[src/rtl/llc_snoop_responder.sv]
// llc_snoop_responder: LLC bus snoop responder (lookup, result, 8-beat writeback, MESI update); optional LLC_SNOOP_ERR_EN adds proto_err
module llc_snoop_responder #(
    parameter int ADDR_W      = 32,
    parameter int INDEX       = 14,
    parameter int BYTE_OFFSET = 6,
    parameter int TAGS        = ADDR_W - INDEX - BYTE_OFFSET,
    parameter int WAY_W       = 4,
    parameter int BEAT_W      = 64
) (
    input  logic              clk,
    input  logic              rst_n,
    input  logic              snp_valid,
    output logic              snp_ready,
    input  logic [1:0]        snp_op,
    input  logic [ADDR_W-1:0] snp_addr,
    output logic              lk_req,
    output logic [INDEX-1:0]  lk_index,
    output logic [TAGS-1:0]   lk_tag,
    input  logic              lk_ack,
    input  logic              lk_hit,
    input  logic [WAY_W-1:0]  lk_way,
    input  logic [1:0]        lk_state,
    output logic              snp_res_valid,
    output logic [1:0]        snp_res,
    output logic              dr_en,
    output logic [INDEX-1:0]  dr_index,
    output logic [WAY_W-1:0]  dr_way,
    output logic [2:0]        dr_beat,
    input  logic [BEAT_W-1:0] dr_data,
    output logic              wb_valid,
    input  logic              wb_ready,
    output logic [BEAT_W-1:0] wb_data,
    output logic [ADDR_W-1:0] wb_addr,
    output logic              wb_last,
    output logic              upd_valid,
    output logic [INDEX-1:0]  upd_index,
    output logic [WAY_W-1:0]  upd_way,
    output logic [1:0]        upd_state
`ifdef LLC_SNOOP_ERR_EN
    ,output logic             proto_err
`endif
);
    localparam logic [1:0] OP_RD = 2'b00, OP_WR = 2'b01, OP_INV = 2'b10, OP_RWIM = 2'b11;
    localparam logic [1:0] ST_I = 2'b00, ST_S = 2'b01, ST_E = 2'b10, ST_M = 2'b11;
    localparam logic [1:0] R_NOHIT = 2'b00, R_HIT = 2'b01, R_HITM = 2'b10;
    typedef enum logic [2:0] {IDLE, LOOKUP, RESPOND, WB_RD, WB_SEND, UPDATE} state_e;
    state_e            state_q, state_d;
    logic [1:0]        op_q, mesi_q, res;
    logic [TAGS-1:0]   tag_q;
    logic [INDEX-1:0]  index_q;
    logic [WAY_W-1:0]  way_q;
    logic [2:0]        beat_q;
    logic [BEAT_W-1:0] data_q;
    logic              hold_q, ready_q, wb_need, upd_need, unused_offset;
    assign unused_offset = ^snp_addr[BYTE_OFFSET-1:0];
    // snoop outcome from captured op and effective (miss-folded) MESI state
    always_comb begin
        res      = (op_q == OP_RD || op_q == OP_RWIM) ? (mesi_q == ST_I ? R_NOHIT : mesi_q == ST_M ? R_HITM : R_HIT) :
                   (op_q == OP_INV && mesi_q == ST_S) ? R_HIT : R_NOHIT;
        wb_need  = mesi_q == ST_M && (op_q == OP_RD || op_q == OP_RWIM);
        upd_need = op_q == OP_RD   ? (mesi_q == ST_E || mesi_q == ST_M) :
                   op_q == OP_INV  ? mesi_q == ST_S :
                   op_q == OP_RWIM ? mesi_q != ST_I : 1'b0;
    end
    // state register
    always_ff @(posedge clk or negedge rst_n) begin
        if (!rst_n) state_q <= IDLE;
        else        state_q <= state_d;
    end
    // next-state logic
    always_comb begin
        state_d = state_q;
        unique case (state_q)
            IDLE:    state_d = snp_valid ? LOOKUP : IDLE;
            LOOKUP:  state_d = lk_ack ? RESPOND : LOOKUP;
            RESPOND: state_d = wb_need ? WB_RD : upd_need ? UPDATE : IDLE;
            WB_RD:   state_d = WB_SEND;
            WB_SEND: state_d = !wb_ready ? WB_SEND : beat_q == 3'd7 ? UPDATE : WB_RD;
            UPDATE:  state_d = IDLE;
            default: state_d = IDLE;
        endcase
    end
    // captured op fields, lookup result, beat counter and held writeback beat
    always_ff @(posedge clk or negedge rst_n) begin
        if (!rst_n) begin
            op_q    <= '0;
            tag_q   <= '0;
            index_q <= '0;
            way_q   <= '0;
            mesi_q  <= '0;
            beat_q  <= '0;
            data_q  <= '0;
            hold_q  <= 1'b0;
            ready_q <= 1'b0;
        end else begin
            if (state_q == IDLE && snp_valid) begin
                op_q    <= snp_op;
                tag_q   <= snp_addr[ADDR_W-1 -: TAGS];
                index_q <= snp_addr[BYTE_OFFSET +: INDEX];
            end
            if (state_q == LOOKUP && lk_ack) begin
                way_q  <= lk_way;
                mesi_q <= lk_hit ? lk_state : ST_I;
            end
            if (state_q == WB_SEND && wb_ready) beat_q <= beat_q + 3'd1;
            if (state_q == WB_SEND && !hold_q) data_q <= dr_data;
            hold_q  <= state_q == WB_SEND && !wb_ready;
            ready_q <= state_d == IDLE;
        end
    end
    // outputs decoded from state; first send cycle forwards dr_data, stalls replay the held copy
    always_comb begin
        snp_ready     = ready_q;
        lk_req        = state_q == LOOKUP;
        lk_index      = index_q;
        lk_tag        = tag_q;
        snp_res_valid = state_q == RESPOND;
        snp_res       = snp_res_valid ? res : R_NOHIT;
        dr_en         = state_q == WB_RD;
        dr_index      = index_q;
        dr_way        = way_q;
        dr_beat       = beat_q;
        wb_valid      = state_q == WB_SEND;
        wb_data       = !wb_valid ? '0 : hold_q ? data_q : dr_data;
        wb_addr       = {tag_q, index_q, {BYTE_OFFSET{1'b0}}};
        wb_last       = wb_valid && beat_q == 3'd7;
        upd_valid     = state_q == UPDATE;
        upd_index     = index_q;
        upd_way       = way_q;
        upd_state     = (upd_valid && op_q == OP_RD) ? ST_S : ST_I;
`ifdef LLC_SNOOP_ERR_EN
        proto_err     = snp_res_valid && mesi_q != ST_I &&
                        ((op_q == OP_INV && mesi_q != ST_S) || op_q == OP_WR);
`endif
    end
endmodule

[config.mk]
export PLATFORM = sky130hd
export DESIGN_NAME = llc_snoop_responder
export DESIGN_NICKNAME = d
export VERILOG_FILES = /design/src/rtl/llc_snoop_responder.sv
export SDC_FILE = /design/constraint.sdc
export NUM_CORES = 1
export LEC_CHECK = 0
export BUFFER_PORTS_ARGS = -buffer_cell sky130_fd_sc_hd__buf_2
export CAP_MARGIN = 40
export CORE_ASPECT_RATIO = 0.6
export CORE_MARGIN = 3
export CORE_UTILIZATION = 47
export DETAILED_ROUTE_END_ITERATION = 12
export PLACE_DENSITY = 0.89
export SLEW_MARGIN = 20
export SYNTH_ARGS = -nofsm -noshare
export SYNTH_HDL_FRONTEND = slang
export SYNTH_SLANG_ARGS = --single-unit
[constraint.sdc]
create_clock -name clk -period 2.4 [get_ports clk]
set_clock_uncertainty 0.05 [all_clocks]
set_input_delay 0.36 -clock clk [delete_from_list [all_inputs] [get_ports clk]]
set_output_delay 0.36 -clock clk [all_outputs]
set_load 0.01 [all_outputs]
==> results of run 1 <==
==> routing by layer <==
layer / wire length, um / vias to the layer above / part of all wire, %
met5: 0 / - / 0
met4: 94 / 0 / 0.73
met3: 878 / 6 / 6.9
met2: 6230 / 148 / 49
met1: 5600 / 1994 / 44
li1: - / 1976 / -
==> Yosys cell counts <==
cell type / n / share of area [%]
and2_1: 1 / 0.11
o21ai_0: 5 / 0.44
nor3b_1: 1 / 0.13
a221oi_2: 1 / 0.26
nor4b_2: 1 / 0.26
dfrtp_1: 106 / 47
a221o_1: 1 / 0.18
buf_2: 15 / 1.3
conb_1: 1 / 0.066
inv_2: 1 / 0.066
o221ai_1: 1 / 0.15
mux2_2: 26 / 5.2
nor4bb_1: 1 / 0.18
clkbuf_1: 2 / 0.13
ha_1: 9 / 2.0
nand2b_1: 4 / 0.44
nand2_1: 12 / 0.79
o22ai_1: 1 / 0.11
buf_6: 6 / 1.2
mux2i_1: 64 / 11
xnor2_1: 1 / 0.15
buf_4: 66 / 8.7
mux2_1: 70 / 14
nor2_1: 71 / 4.7
a21oi_1: 3 / 0.26
and3b_1: 1 / 0.15
inv_1: 7 / 0.46
nor2_4: 1 / 0.20
or3b_1: 1 / 0.15
or3b_2: 1 / 0.15
nand2_2: 1 / 0.11
nand3_1: 1 / 0.088
==> logic make-up (layout without fill, tap and decap cells) <==
group / after synthesis / after routing / share of synthesized area, %
other: 1 / 8 / 0.0660
and+or+nand+nor: 97 / 97 / 7.47
muxes: 160 / 160 / 30.3
adders and majority gates: 9 / 9 / 1.98
buffers and inverters: 97 / 304 / 11.9
xor gates and xnor gates: 1 / 1 / 0.154
AOI/OAI and AO/OA: 12 / 12 / 1.41
DFF: 106 / 106 / 46.7
==> stage by stage <==
stage               instances  power, W  util (%)
CTS                       856   0.00802      60.8
global route              857   0.00851      60.9
floorplan                 489   0.00590         -
detailed placement        839   0.00665      58.4
global placement          839   0.00652      58.4
finish                    857   0.00793      60.9
==> what timing repair did <==
action | CTS | global route
setup endpoints to repair | 0 | 1
buffers inserted | 0 | 0
hold buffers | 1 | 0
gates resized for setup | 0 | 1
hold endpoints to repair | 32 | 0
==> registers in the layout, summed over array words and instances, names as in the netlist <==
name / cells
state_q: 3
dr_index: 14
mesi_q: 2
op_q: 2
dr_way: 4
snp_ready: 1
data_q: 64
lk_tag: 12
dr_beat: 3
hold_q: 1
==> worst max-delay path: stages (launching register included) <==
cell and delay, ns:
dfrtp_1 0.48, nor2_1 0.22, nand2_4 0.18, buf_4 0.26
nor2_1 0.13, buf_2 0.14
==> worst max-delay path by stage <==
stage / end / depth (start not counted) / slack [ns] / startpoint
2_1_floorplan: snp_ready$_DFF_PN0_ / 6 / 0.68 / op_q[0]$_DFFE_PN0P_
3_3_place_gp: snp_ready$_DFF_PN0_ / 6 / 0.45 / state_q[1]$_DFF_PN0_
3_5_place_dp: dr_beat[1]$_DFFE_PN0P_ / 6 / 0.42 / state_q[1]$_DFF_PN0_
4_1_cts: wb_data[41] / 5 / 0.12 / state_q[1]$_DFF_PN0_
5_1_grt: wb_data[41] / 5 / 0.08 / state_q[1]$_DFF_PN0_
6_report: wb_data[41] / 5 / 0.23 / state_q[1]$_DFF_PN0_
==> cell type report <==
class,instances,area (um2)
fillers,974,4520
multi-input cells,286,2390
clock buffers,11,233
inverters,8,30.0
well taps,160,200
clock inverters,5,38.8
repair buffers,280,1490
flip-flops and latches,106,2660
diodes,1,2.50
==> cell usage in the layout, fill, tap and decap left out, drive strengths merged <==
cell type	n
mux2i	64
or3b	2
a21oi	3
xnor2	1
clkinv	2
buf	279
o21ai	5
a221oi	1
inv	10
o221ai	1
nand2	13
nand2b	4
and2	1
o22ai	1
clkinvlp	1
diode	1
dlygate4sd3	1
nor4bb	1
nor3b	1
ha	9
clkbuf	11
nor4b	1
and3b	1
nand3	1
dfrtp	106
conb	7
nor2	72
mux2	96
a221o	1
==> report_power, final <==
part / switching [W] / total, W / internal (W)
clock network: 0.000638 / 0.00135 / 0.000713
logic: 0.00164 / 0.00330 / 0.00165
registers: 0.000601 / 0.00328 / 0.00268
==> summary.md, run 1 <==
| Metric | Value |
|---|---|
| Via Count | `4124` |
| WHS Endpoint | `op_q[1]$_DFFE_PN0P_` |
| 1st-pass router iterations | `4` |
| Global-route wire length before repair | `20.7 mm` |
| Worst vdd ir | `0.000659 V` |
| Netlist Area Pre-Place | `5680 um2` |
| Pins over their slew limit | `0` |
| Status | `finished clean` |
| Crit path kind | `reg -> out` |
| Worst hold start | `snp_op[1]` |
| Worst Reg-to-Reg Cells | `6` |
| Clock slew at reported path FFs | `0.07 ns` |
| Final setup fails | `0` |
| Die ar. | `13500 um2` |
| RePlAce Congestion | `0.797` |
| RSZ-0062 raised after global routing | `false` |
| Initial detailed-routing violation count | `138` |
| M1 GR Usage | `24.5%` |
| Startpoint Class | `flop` |
| Fin. Hold Viols | `0` |
| CTS tree | `yes` |
| Post-Route WL | `12.8 mm` |
| Layout cells sized above 1 | `47.0%` |
| Leakage power | `3.51 nW` |
| Final instance area | `7040 um2` |
| IO Pins | `282` |
| CP max FO | `17` |
| CTS H-Tree Depth | `3` |
| Final nets | `810` |
| Slack of the critical path | `0.231 ns` |
| Max clock buf depth | `2` |
| Met2 Use GR | `31.4%` |
| Area of placed instances | `6750 um2` |
| Hold depth | `3` |
| Core area | `11600 um2` |
| GR Overflow Total | `0` |
| Vias in the first global route | `4069` |
| CP required | `1.99 ns` |
| Synthesized instance count | `483` |
| Initial core utilization | `49.1%` |
| Highest Clock Rate | `0.461 GHz` |
| Avg WL per Cell | `14.9 um` |
| Die W | `148 um` |
| Initial antenna violation count | `1` |
| Post-synth cell types | `32` |
| Setup TNS | `0 ns` |
| IO buf count | `268` |
| Largest net degree at the start of global routing | `53` |
| Gr busiest metal | `met2` |
| Syn Area/Cell | `11.8 um2` |
| Final HPWL from detailed placement | `9.83 mm` |
| Worst flop-to-flop path endpoint | `snp_ready$_DFF_PN0_` |
| Crit path time final | `2.17 ns` |
| CTS root buf | `clkbuf_16` |
| Crit path arrival time | `1.76 ns` |
| P per Cell Area | `1130 nW/um2` |
| Hold crit path type | `in -> reg` |
| Pre-CTS setup slack | `0.420 ns` |
| Hold WS | `0.188 ns` |
| DR DRC count | `0` |
| Synth Register Bits | `106` |
| Antenna Violating Nets Remaining | `0` |
| Crit end category | `primary output` |
| Reg2Reg Setup Slack | `0.45 ns` |
| Yosys warns | `0` |
| Area growth, synth to finish | `23.9%` |
| Post-synthesis sequential area ratio | `46.7%` |
| Total GRT Usage | `18.7%` |
| Met3 Use GR | `4.79%` |
| Critical R2R Launch | `op_q[1]$_DFFE_PN0P_` |
| Max Cap Viol | `0` |
| Chip Height | `91.1 um` |
| Vias per inst | `4.81` |
| CTS buffer count | `9` |
| Final period util | `90.4%` |
| Clock latency on the worst-skew pair | `0.33 ns` |
| Row cnt | `30` |
| Clock Sinks | `106` |
No activity file was read; power rests on OpenSTA's default activity.
==> run 2: changes to the inputs <==
--- a/config.mk
+++ b/config.mk
@@ -5,13 +5,16 @@
 export SDC_FILE = /design/constraint.sdc
 export NUM_CORES = 1
 export LEC_CHECK = 0
+export ABC_AREA = 0
 export BUFFER_PORTS_ARGS = -buffer_cell sky130_fd_sc_hd__buf_2
 export CAP_MARGIN = 40
 export CORE_ASPECT_RATIO = 0.6
 export CORE_MARGIN = 3
 export CORE_UTILIZATION = 47
 export DETAILED_ROUTE_END_ITERATION = 12
+export GPL_ROUTABILITY_DRIVEN = 0
 export PLACE_DENSITY = 0.89
+export REMOVE_ABC_BUFFERS = 1
 export SLEW_MARGIN = 20
 export SYNTH_ARGS = -nofsm -noshare
 export SYNTH_HDL_FRONTEND = slang
==> run 2 against run 1 <==
Cell count is 0.12% lower. Flip-flop and latch count unchanged. Cell area rose by 0.85%. Non-clock buffer count is 1 higher. Routed wire length rose by 2.2%. Hold slack worse by 0.0042 ns. Total power grew 3.2%. Clock power is 16% higher. Setup slack lost 0.020 ns. Maximum frequency down 0.90%. Via count down 0.58%. Critical path type unchanged. Largest cell class unchanged. Largest power group unchanged. Highest routed layer is now met5.
==> summary.md, run 2 (synthesis gave the netlist of run 1 again) <==
| Metric | Value |
|---|---|
| Crit path largest cell delay | `0.72 ns (+0.24 ns)` |
| Fill cells | `940 (-3.5%)` |
| Slowest cell on crit path | `dfrtp_4` |
| GR Overflow Total | `0 (unchanged)` |
| Leakage power | `3.53 nW (+0.55%)` |
| IO Pins | `282 (unchanged)` |
| Area growth, synth to finish | `25.0%` |
| Hold_buf cts | `1 (unchanged)` |
| Register bank with the most flops | `data_q` |
| Total GRT Usage | `19.2% (+0.44 points)` |
| Crit end category | `primary output` |
| Commonest non-fill, non-tap cell in the layout | `buf_2` |
| Postcts setup bufs | `0 (unchanged)` |
| CTS H-Tree Depth | `3 (unchanged)` |
| Antenna Violating Nets Remaining | `0 (unchanged)` |
| CP required | `1.99 ns (about the same)` |
| Worst path cell trace | `buf_4, mux2i_1, nor2_1, buf_2` |
| Initial antenna violation count | `1 (unchanged)` |
| Clock slew at reported path FFs | `0.07 ns (about the same)` |
| Layout cells sized above 1 | `47.1% (+0.14 points)` |
| Final instance area | `7100 um2 (+0.85%)` |
| Row cnt | `30 (unchanged)` |
| Core area | `11600 um2 (unchanged)` |
| Pins over their slew limit | `0 (unchanged)` |
| Clock latency on the worst-skew pair | `0.33 ns (about the same)` |
| IO buf count | `268 (unchanged)` |
| Final std cells w/o fill | `856 (-0.12%)` |
| 1st-pass router iterations | `4 (unchanged)` |
| Slack of the critical path | `0.211 ns (-0.0196 ns)` |
| Crit path time final | `2.19 ns (+0.0196 ns)` |
| Final period util | `91.2% (+0.82 points)` |
| Chip Height | `91.1 um (unchanged)` |
| CTS buffer count | `9 (unchanged)` |
| Clock Sinks | `106 (unchanged)` |
| Status | `finished clean` |
| Largest net degree at the start of global routing | `47 (-11%)` |
| Placed Cells | `840 (+0.12%)` |
| RSZ-0062 raised after global routing | `false` |
| Highest Clock Rate | `0.457 GHz (-0.90%)` |
| Final setup fails | `0 (unchanged)` |
| Vias per inst | `4.79 (-0.47%)` |
| Crit path kind | `reg -> out` |
| Worst vdd ir | `0.000585 V (-11%)` |
| Die ar. | `13500 um2 (unchanged)` |
| Initial core utilization | `49.1% (unchanged)` |
| N_diodes | `0 (-1)` |
| Post-CTS Resized | `0 (unchanged)` |
| Startpoint Class | `flop` |
| P per Cell Area | `1150 nW/um2 (+2.3%)` |
| CP max FO | `23 (+6)` |
| Fin. Hold Viols | `0 (unchanged)` |
| Util after Layout | `61.4% (+0.52 points)` |
| Area of placed instances | `6770 um2 (+0.30%)` |
| DR DRC count | `0 (unchanged)` |
| Global-route wire length before repair | `21.0 mm (+1.5%)` |
| Die W | `148 um (unchanged)` |
| Final nets | `811 (+0.12%)` |
| Avg WL per Cell | `15.3 um (+2.3%)` |
| Setup TNS | `0 ns (unchanged)` |
| Largest register FFs | `64 (unchanged)` |
| Crit path arrival time | `1.78 ns (+0.02 ns)` |
| Initial detailed-routing violation count | `80 (-42%)` |
| Via Count | `4100 (-0.58%)` |
| Max clock buf depth | `2 (unchanged)` |
| Max Cap Viol | `0 (unchanged)` |
| Post-Route WL | `13.1 mm (+2.2%)` |
| Pre-CTS setup slack | `0.538 ns (+0.117 ns)` |
| Final HPWL from detailed placement | `10.2 mm (+4.2%)` |
| Most frequent cells in the layout | `267 x buf_2, 105 x dfrtp_1, 71 x nor2_1` |
| Vias in the first global route | `4123 (+1.3%)` |
| Hold crit path type | `in -> reg` |
| CTS root buf | `clkbuf_16` |
| CTS tree | `yes` |
## run 2: cell count changes in the layout (fill, tap and decap cells not counted), sizes merged
| cell | before | now |
|---|---|---|
| bufinv | 0 | 2 |
| diode | 1 | 0 |
| buf | 279 | 280 |
| clkinv | 2 | 1 |
| inv | 10 | 8 |
## run 2: worst max-delay path, delay by kind of cell (launching register included)
kind,cells,cell delay (ns)
buffers and inverters,2,0.43
DFF,1,0.72
muxes,1,0.24
and+or+nand+nor,1,0.05
## run 2: layer usage
layer / part of all wire [%] / GRT usage, % / up-vias
li1: - / - / 1989
met1: 43 / 24.2 / 1965
met2: 50 / 33.0 / 137
met3: 7.3 / 6.13 / 7
met4: 0.36 / 3.00 / 2
met5: 0.099 / 0 / -
## run 2: path summary, 6_finish.rpt
path	startpoint	to	slack, ns	cells after the start
min	lk_way[2]	dr_way[2]$_DFFE_PN0P_	0.18	2
max reg2reg	op_q[0]$_DFFE_PN0P_	snp_ready$_DFF_PN0_	0.51	6
max in group asynchronous	rst_n	data_q[36]$_DFFE_PN0P_	1.19	3
min in group asynchronous	rst_n	data_q[63]$_DFFE_PN0P_	0.50	2
max	hold_q$_DFF_PN0_	wb_data[51]	0.21	4
min reg2reg	data_q[50]$_DFFE_PN0P_	data_q[50]$_DFFE_PN0P_	0.44	1
## run 2: through the flow
step / power (W) / hold slack, ns
2_1_floorplan: 0.00517 / 0.0144
3_3_place_gp: 0.00653 / 0.309
3_5_place_dp: 0.00670 / 0.303
4_1_cts: 0.00830 / 0.172
5_1_grt: 0.00878 / 0.174
6_report: 0.00818 / 0.184
## run 2: cell type report
cell class | count | area, um2 | share of cell area, %
inverter | 8 | 30.0 | 0.423
clock inverter | 4 | 76.3 | 1.08
clock buffer | 11 | 243 | 3.42
tap | 160 | 200 | 2.82
multi-input combinational | 286 | 2380 | 33.6
timing repair buffer | 281 | 1510 | 21.2
sequential | 106 | 2660 | 37.4
## run 2: power by group
part | switching (W) | internal, W
logic | 0.00166 | 0.00166
clock network | 0.000621 | 0.000940
registers | 0.000623 | 0.00268
==> run 3: changes to the inputs <==
--- a/config.mk
+++ b/config.mk
@@ -13,7 +13,7 @@
 export CORE_UTILIZATION = 47
 export DETAILED_ROUTE_END_ITERATION = 12
 export GPL_ROUTABILITY_DRIVEN = 0
-export PLACE_DENSITY = 0.89
+export PLACE_DENSITY = 0.88
 export REMOVE_ABC_BUFFERS = 1
 export SLEW_MARGIN = 20
 export SYNTH_ARGS = -nofsm -noshare
==> run 3 against run 2 <==
Critical path depth increased by 1. Hold slack got worse by 0.0053 ns. Cell area about the same. Routed wire length increased by 9.4%. Non-clock buffer count unchanged. Combinational power increased by 2%. Core utilization about the same. Clock power increased by 4%. Cell count increased by 0.12%. Sequential share of layout area about the same. First-iteration DRC count increased by 74%. Highest routed layer unchanged.
==> summary.md, run 3 (synthesis gave the netlist of run 1 again) <==
| Metric | Value |
|---|---|
| Worst hold start | `lk_way[2]` |
| Clock latency on the worst-skew pair | `0.34 ns (about the same)` |
| Vias in the first global route | `4419 (+7.2%)` |
| Vias per inst | `4.92 (+2.6%)` |
| Clock Sinks | `106 (unchanged)` |
| Max clock buf depth | `2 (unchanged)` |
| P per Cell Area | `1170 nW/um2 (+1.9%)` |
| Fin. Hold Viols | `0 (unchanged)` |
| Clock slew at reported path FFs | `0.07 ns (about the same)` |
| Initial core utilization | `49.1% (unchanged)` |
| Max Cap Viol | `0 (unchanged)` |
| Core area | `11600 um2 (unchanged)` |
| Leakage power | `3.54 nW (+0.27%)` |
| CP required | `1.99 ns (about the same)` |
| Antenna Violating Nets Remaining | `0 (unchanged)` |
| Crit end category | `primary output` |
| Final nets | `811 (unchanged)` |
| Initial detailed-routing violation count | `139 (+74%)` |
| Avg WL per Cell | `16.7 um (+9.2%)` |
| Final period util | `91.5% (+0.32 points)` |
| 1st-pass router iterations | `4 (unchanged)` |
| Startpoint Class | `flop` |
| Crit path time final | `2.20 ns (+0.00758 ns)` |
| CTS buffer count | `9 (unchanged)` |
| Largest register FFs | `64 (unchanged)` |
| CTS H-Tree Depth | `3 (unchanged)` |
| Placed Cells | `839 (-0.12%)` |
| Row cnt | `30 (unchanged)` |
| N_diodes | `0 (unchanged)` |
| WHS Endpoint | `dr_way[2]$_DFFE_PN0P_` |
| Most frequent cells in the layout | `267 x buf_2, 105 x dfrtp_1, 71 x nor2_1` |
| Crit path kind | `reg -> out` |
| Total GRT Usage | `21.2% (+2.0 points)` |
| Worst flop-to-flop path endpoint | `data_q[43]$_DFFE_PN0P_` |
| CP max FO | `56 (+140%)` |
| Area growth, synth to finish | `25.0% (about the same)` |
| Critical R2R Launch | `hold_q$_DFF_PN0_` |
| Setup TNS | `0 ns (unchanged)` |
| Status | `finished clean` |
| Post-Route WL | `14.3 mm (+9.4%)` |
| Final HPWL from detailed placement | `10.9 mm (+6.0%)` |
| Final setup fails | `0 (unchanged)` |
| Initial antenna violation count | `1 (unchanged)` |
| Worst Reg-to-Reg Cells | `4 (-2)` |
| Register bank with the most flops | `data_q` |
| Final std cells w/o fill | `857 (+0.12%)` |
| Hold depth | `2 (unchanged)` |
| Largest net degree at the start of global routing | `57 (+21%)` |
| Die W | `148 um (unchanged)` |
| Highest Clock Rate | `0.455 GHz (-0.35%)` |
| Pins over their slew limit | `0 (unchanged)` |
| Global-route wire length before repair | `22.9 mm (+9.3%)` |
| Worst vdd ir | `0.000568 V (-2.9%)` |
| DR DRC count | `0 (unchanged)` |
| Die ar. | `13500 um2 (unchanged)` |
| IO Pins | `282 (unchanged)` |
| CTS root buf | `clkbuf_16` |
| Layout cells sized above 1 | `47.3% (+0.22 points)` |
| IO buf count | `268 (unchanged)` |
| Reg2Reg Setup Slack | `0.34 ns (-0.17 ns)` |
| Hold crit path type | `in -> reg` |
| Chip Height | `91.1 um (unchanged)` |
| CTS tree | `yes` |
| Crit path arrival time | `1.79 ns (about the same)` |
| Via Count | `4213 (+2.8%)` |
| RSZ-0062 raised after global routing | `false` |
| Commonest non-fill, non-tap cell in the layout | `buf_2` |
| GR Overflow Total | `0 (unchanged)` |
-- run 3: cell types whose count changed in the layout (fill, tap and decap cells not counted) --
| cell | previous run | this run |
|---|---|---|
| buf_6 | 0 | 1 |
| inv_6 | 0 | 3 |
| clkbuf_8 | 1 | 0 |
| inv_8 | 0 | 1 |
| clkbuf_1 | 1 | 0 |
| clkinvlp_4 | 1 | 0 |
| buf_12 | 5 | 4 |
-- run 3: worst max-delay path by stage --
| stage | start | end | slack, ns | depth (start not counted) |
|---|---|---|---|---|
| global route | state_q[1]$_DFF_PN0_ | wb_data[28] | 0.11 | 5 |
| global placement | hold_q$_DFF_PN0_ | data_q[61]$_DFFE_PN0P_ | 0.45 | 3 |
| CTS | hold_q$_DFF_PN0_ | wb_data[31] | 0.001 | 4 |
| detailed placement | state_q[1]$_DFF_PN0_ | snp_ready$_DFF_PN0_ | 0.35 | 5 |
| floorplan | hold_q$_DFF_PN0_ | data_q[0]$_DFFE_PN0P_ | -1.33 | 2 |
| finish | state_q[1]$_DFF_PN0_ | wb_data[28] | 0.20 | 5 |
-- run 3: worst max-delay path, stage by stage, from the launching register on --
cell and delay [ns]:
dfrtp_1 0.51, nor2_1 0.10, nand2_2 0.13, buf_6 0.37, nor2_1 0.13, buf_2 0.16
-- run 3: layer usage --
metal | track usage (%) | vias up | part of all wire (%)
met5 | 0 | - | 0.070
met4 | 4.00 | 2 | 0.63
met3 | 6.43 | 10 | 6.8
met2 | 37.9 | 156 | 52
met1 | 25.4 | 2059 | 41
li1 | - | 1986 | -
-- run 3: through the flow --
stage | worst slack (ns) | util [%] | hold WS (ns) | instance area [um2] | total power (W)
2_1_floorplan | -1.33 | - | 0.0144 | 5060 | 0.00517
3_3_place_gp | 0.455 | 58.3 | 0.238 | 6740 | 0.00652
3_5_place_dp | 0.351 | 58.3 | 0.247 | 6740 | 0.00676
4_1_cts | 0.00141 | 61.2 | 0.157 | 7080 | 0.00842
5_1_grt | 0.106 | 61.4 | 0.160 | 7100 | 0.00893
6_report | 0.204 | 61.4 | 0.179 | 7100 | 0.00834
-- run 3: repair_timing --
item / in CTS / in global routing
endpoints found under the hold margin: 24 / 0
setup buffers: 0 / 1
gates resized for setup: 0 / 1
endpoints found under the setup margin: 0 / 47
hold buffers: 1 / 0
-- run 3: power breakdown --
part / switching, W / internal [W] / total, W / leakage, nW
Sequential: 0.000634 / 0.00268 / 0.00331 / 1.27
Combinational: 0.00174 / 0.00166 / 0.00340 / 2.11
Clock: 0.000698 / 0.000936 / 0.00163 / 0.163
-- run 3: cell type report --
class / count / area, um2
sequential: 106 / 2660
clock buffer: 9 / 225
timing repair buffer: 281 / 1500
tap: 160 / 200
fill: 947 / 4460
clock inverter: 7 / 106
inverter: 8 / 30.0
multi-input combinational: 286 / 2380
